[src/rtl/reg_file_bank.sv]
// reg_file_bank: parametrised register file with two async reads, general + COUT write ports,
// sequenced bulk clear and optional write bypass. Define SHADOW_BANK_EN for the save/restore shadow bank.

module rf_entry #(
  parameter int DW = 8
) (
  input  logic          clk,
  input  logic          rst_n,
  input  logic          clr,
  input  logic          cout_we,
  input  logic          gen_we,
  input  logic [DW-1:0] cout_data,
  input  logic [DW-1:0] write_data,
`ifdef SHADOW_BANK_EN
  input  logic          save,
  input  logic          restore,
`endif
  output logic [DW-1:0] q
);

`ifdef SHADOW_BANK_EN
  logic [DW-1:0] sh_q;

  // Shadow captures the pre-edge value, so a save+restore pair swaps atomically.
  always_ff @(posedge clk or negedge rst_n)
    if (!rst_n)    sh_q <= '0;
    else if (save) sh_q <= q;
`endif

  always_ff @(posedge clk or negedge rst_n)
    if (!rst_n)       q <= '0;
    else if (clr)     q <= '0;
`ifdef SHADOW_BANK_EN
    else if (restore) q <= sh_q;
`endif
    else if (cout_we) q <= cout_data;
    else if (gen_we)  q <= write_data;

endmodule

module reg_file_bank #(
  parameter int DW     = 8,
  parameter int AW     = 3,
  parameter int RS_AW  = AW - 1,
  parameter int BYPASS = 1
) (
  input  logic             clk,
  input  logic             rst_n,
  input  logic [RS_AW-1:0] rs,
  input  logic [AW-1:0]    rt,
  input  logic             write_enable,
  input  logic [DW-1:0]    write_data,
  input  logic             cout_write_enable,
  input  logic [DW-1:0]    cout_data,
  input  logic             clear_req,
`ifdef SHADOW_BANK_EN
  input  logic             save_req,
  input  logic             restore_req,
`endif
  output logic [DW-1:0]    rs_val_o,
  output logic [DW-1:0]    rt_val_o,
  output logic [DW-1:0]    cout_val_o,
  output logic             busy_o,
  output logic             write_drop_o
);

  localparam int            NREG     = 2 ** AW;
  localparam logic [AW-1:0] COUT_IDX = AW'(NREG - 1);

  typedef enum logic {IDLE, CLEAR} state_t;

  state_t                      state, state_nxt;
  logic [AW-1:0]               clr_ptr, clr_ptr_nxt;
  logic [NREG-1:0][DW-1:0]     rf_q;
  logic [AW-1:0]               wa;
  logic                        idle;
  logic                        restore_act;
  logic                        cout_eff, gen_eff, drop_nxt;

  assign wa   = AW'(rs);
  assign idle = (state == IDLE);

`ifdef SHADOW_BANK_EN
  logic save_act;
  assign save_act    = idle & save_req;
  assign restore_act = idle & restore_req;
`else
  assign restore_act = 1'b0;
`endif

  // A restore overwrites the whole file, so it swallows both write ports that cycle.
  assign cout_eff = cout_write_enable & idle & ~restore_act;
  assign gen_eff  = write_enable & idle & ~restore_act &
                    ~(cout_write_enable & (wa == COUT_IDX));
  assign drop_nxt = (write_enable & ~gen_eff) | (cout_write_enable & ~cout_eff);

  always_ff @(posedge clk or negedge rst_n)
    if (!rst_n) begin
      state        <= IDLE;
      clr_ptr      <= '0;
      write_drop_o <= 1'b0;
    end else begin
      state        <= state_nxt;
      clr_ptr      <= clr_ptr_nxt;
      write_drop_o <= drop_nxt;
    end

  always_comb begin
    state_nxt   = state;
    clr_ptr_nxt = clr_ptr;
    case (state)
      IDLE: if (clear_req) begin
        state_nxt   = CLEAR;
        clr_ptr_nxt = '0;
      end
      CLEAR: begin
        clr_ptr_nxt = clr_ptr + 1'b1;
        if (clr_ptr == COUT_IDX) state_nxt = IDLE;
      end
      default: state_nxt = IDLE;
    endcase
  end

  assign busy_o = (state == CLEAR);

  for (genvar g = 0; g < NREG; g++) begin : g_ent
    rf_entry #(.DW(DW)) u_ent (
      .clk        (clk),
      .rst_n      (rst_n),
      .clr        (busy_o & (clr_ptr == AW'(g))),
      .cout_we    (cout_eff & (COUT_IDX == AW'(g))),
      .gen_we     (gen_eff & (wa == AW'(g))),
      .cout_data  (cout_data),
      .write_data (write_data),
`ifdef SHADOW_BANK_EN
      .save       (save_act),
      .restore    (restore_act),
`endif
      .q          (rf_q[g])
    );
  end

  // Forwarding uses the effective enables, so discarded writes are never visible.
  always_comb begin
    rs_val_o   = rf_q[wa];
    rt_val_o   = rf_q[rt];
    cout_val_o = rf_q[COUT_IDX];
    if (BYPASS != 0) begin
      if (cout_eff && wa == COUT_IDX)    rs_val_o = cout_data;
      else if (gen_eff)                  rs_val_o = write_data;
      if (cout_eff && rt == COUT_IDX)    rt_val_o = cout_data;
      else if (gen_eff && rt == wa)      rt_val_o = write_data;
      if (cout_eff)                      cout_val_o = cout_data;
      else if (gen_eff && wa == COUT_IDX) cout_val_o = write_data;
    end
  end

endmodule
[config.mk]
export PLATFORM = sky130hd
export DESIGN_NAME = reg_file_bank
export DESIGN_NICKNAME = d
export VERILOG_FILES = /design/src/rtl/reg_file_bank.sv
export SDC_FILE = /design/constraint.sdc
export NUM_CORES = 1
export LEC_CHECK = 0
export ABC_AREA = 1
export BUFFER_PORTS_ARGS = -buffer_cell sky130_fd_sc_hd__buf_2
export CAP_MARGIN = 0
export CORE_MARGIN = 5
export CORE_UTILIZATION = 60
export CTS_BUF_LIST = sky130_fd_sc_hd__clkbuf_8
export CTS_CLUSTER_DIAMETER = 30
export DETAILED_ROUTE_END_ITERATION = 8
export PLACE_DENSITY = 0.85
export SYNTH_ARGS = -nofsm -noshare
export SYNTH_HDL_FRONTEND = slang
export SYNTH_SLANG_ARGS = --single-unit
[constraint.sdc]
create_clock -name clk -period 2.9 [get_ports clk]
set_input_delay 0.145 -clock clk [delete_from_list [all_inputs] [get_ports clk]]
set_output_delay 0.145 -clock clk [all_outputs]
set_load 0.005 [all_outputs]
==> results by group <==
Layout
  • Layout cells sized above 1: between 15 and 20%
  • Synthesis-to-finish area growth: 14.6%
  • Commonest non-fill, non-tap cells in the layout: 132 x nand2_1, 66 x inv_1, 51 x buf_2
  • Antenna diode count: 0
  • Most common cell after layout, fill and taps aside: nand2_1
  • Final core utilization: 69.8%
  • Nets: between 400 and 500
  • Fin cells: between 500 and 600
  • Post-route design area: roughly 0.0032 mm2

Logic synthesis
  • Yosys top cell by area: dfrtp_1
  • Area contributors post-synth: dfrtp_1 40%, nand2_1 18%, inv_1 8.8%, nand3_1 6.9%, o22ai_1 6.7%
  • Ys Warns: 0
  • Synth cell types: 26
  • Seq/Total Area, Yosys: around two fifths
  • Post-Synthesis Cells: 399
  • Syn Area/Cell: ~7.1 um2
  • Yosys top cell area share: 39.9%
  • Post-Syn Nets: 431
  • Synth Cell Area: roughly 0.0028 mm2
  • Flops & latches, synth: 45

CTS
  • Resized cells post-CTS: 0
  • Worst skew pair latency: between 0.3 and 0.4 ns
  • CTS tree: yes
  • Htree depth: 2
  • TritonCTS sink count: between 40 and 50
  • CTS root buffer: clkbuf_8
  • Deepest clock path buffer count: 2
  • Clk pin slew, worst setup/hold paths: 0.08 ns
  • Buffer count from post-CTS setup fixing: 0
  • CTS Buf Count: 5
  • Hold Buf Count CTS: 0

Worst hold path
  • Hold Path Class: primary input to asynchronous set/reset pin

Route
  • Vias: around 2800
  • Vias/cell: 5.54
  • Routed WL: approximately 7.5 mm
  • Met2 WL: between 3 and 4 mm
  • Routed met1 length: slightly above 3 mm
  • Met3 wire length: between 700 and 800 um
  • DRT iter0 DRCs: between 400 and 500
  • Post-detailed-route count of antenna-violating nets: 0
  • DRC viols: 0
  • DR top layer: met4
  • Pre-antenna DRT Iters: 5
  • Detailed-route wire length per cell: approximately 15 um

Worst setup path
  • Worst EP required: approximately 2.8 ns
  • WS Path Type: flip-flop to output port
  • CP max stage delay: 0.63 ns
  • Crit-path cells: nor2_4 > inv_1 > nor2_1 > a41oi_1 > buf_2
  • R2r worst-path depth: 4
  • CP arrival: approximately 1.9 ns
  • Flop2flop setup slack: ~1.1 ns
  • CP max-delay cell: dfrtp_1
  • Reg2Reg Capture Point: g_ent[3].u_ent.q[4]
  • Critical R2R Launch: busy_o
  • Crit end category: output port
  • Crit start category: flip-flop
  • CP max FO: 12

Power
  • Sw power: around 1100 uW
  • Internal power: around 1700 uW
  • Clk pwr share: approximately a fifth
  • VDD IR max: 573 uV
  • Leak: roughly 0.0018 uW
  • Logic gate share of total power: 42.1%
  • Sw frac: approximately 39%
  • Power density over the cells: ~850 mW/mm2
  • Share of power burned in registers: 37.2%

Global routing
  • Vias in the first global route: 2735
  • Initial antenna violation count: 0
  • First-pass GRT wire length: 12.8 mm
  • Largest net degree at the start of global routing: 46
  • Global-route usage over all layers: 26.2%
  • Remaining Overflow, GRT: 0

Timing
  • # setup viols final: 0
  • Max-slew violation count: 0
  • Final Hold Vio Count: 0
  • Skew final: roughly 0.012 ns
  • Fmax: ~500 MHz
  • RSZ-0062 raised after global routing: false
  • Total Neg Setup Slack: 0 ns
  • Slew of the pin with the lowest slew margin: between 1 and 1.5 ns
  • Max-slew headroom: slightly above 30%
  • Period utilization: 69.4%
  • Minimum clock period: 2.01 ns

Placed design
  • GPL Wtd Cong: between 0.9 and 1
  • IO buf count: 51
  • Placed Cells: slightly below 500
  • Detailed Place HPWL: approximately 5.5 mm
  • Placed cell area: approximately 0.0031 mm2

Floorplan
  • Total die area: ~0.0062 mm2
  • Die H: between 70 and 80 um
  • I/O Pins: 52
  • Core area: between 0.004 and 0.005 mm2
  • Num rows: 25
  • Initial Util: ~60%
  • Die X: roughly 79 um

Flow run
  • Max Cap Violations: 0

Outcome
  • Status: finished, final reports clean
## final cells by class
class | instances | area (um2)
clock inverter | 3 | 65.1
tap | 54 | 67.6
sequential | 45 | 1130
multi-input combinational | 273 | 1360
clock buffer | 5 | 68.8
fill | 400 | 1400
inverter | 74 | 285
timing repair buffer | 51 | 255
## power by group through the flow
stage	clock, uW	combinational (uW)	sequential (uW)
6_report	572	1160	1030
5_1_grt	598	1320	1070
4_1_cts	573	1160	1030
3_5_place_dp	0	1150	1040
3_3_place_gp	0	1130	1030
2_1_floorplan	0	804	985
## how the worst max path moves through the flow
stage	from	end	slack, ns
2_1_floorplan	busy_o	rt_val_o[0]	1.50
3_3_place_gp	busy_o	g_ent[3].u_ent.q[4]	1.21
3_5_place_dp	busy_o	g_ent[3].u_ent.q[6]	1.16
4_1_cts	busy_o	rt_val_o[7]	0.88
5_1_grt	busy_o	rt_val_o[3]	0.69
6_report	busy_o	rs_val_o[2]	0.89
## synthesized netlist by cell type
cell      count
nand2_1     132
inv_1        66
dfrtp_1      45
nand3_1      39
o22ai_1      30
nor2_1       14
o21ai_0      14
or2_2         8
ha_1          6
a21oi_1       5
buf_2         5
nand2_2       5
nor2_4        5
a41oi_1       4
nand4_1       4
inv_2         3
o21ai_1       3
clkinv_2      2
inv_4         2
buf_4         1
buf_6         1
clkinv_1      1
nand2_4       1
nor2_2        1
nor3_4        1
xnor2_2       1
## per-stage QoR
step | setup WS, ns | power (uW) | hold slack, ns
6_report | 0.889 | 2760 | 0.0216
3_3_place_gp | 1.21 | 2160 | 0.354
4_1_cts | 0.885 | 2760 | 0.0378
5_1_grt | 0.688 | 2990 | 0.0967
2_1_floorplan | 1.50 | 1790 | -0.151
3_5_place_dp | 1.16 | 2190 | 0.365
## kinds of logic after synthesis
group | after synthesis | share of synthesized area [%]
and+or+nand+nor | 210 | 33.3
buffers and inverters | 81 | 11.7
AOI/OAI and AO/OA | 56 | 11.8
DFF | 45 | 39.9
adders and majority gates | 6 | 2.66
xor gates and xnor gates | 1 | 0.577
## metal layers
| metal | vias to the layer above | track usage [%] |
|---|---|---|
| li1 | 1375 | - |
| met1 | 1242 | 34.2 |
| met2 | 161 | 41.4 |
| met3 | 18 | 6.31 |
| met4 | 0 | 10.8 |
| met5 | - | 0 |
## state kept, by name, summed over array words and instances, names as in the netlist
signal,cells
clr_ptr,3
write_drop_o,1
busy_o,1
g_ent.u_ent.q,40
## worst max-delay path, delay by kind of cell (launching register included)
family | cells | cell delay, ns
compound gates | 1 | 0.19
buf+inv | 2 | 0.53
simple gates | 2 | 0.22
flops | 1 | 0.63
Note: power is estimated with default switching activity, not from simulation.
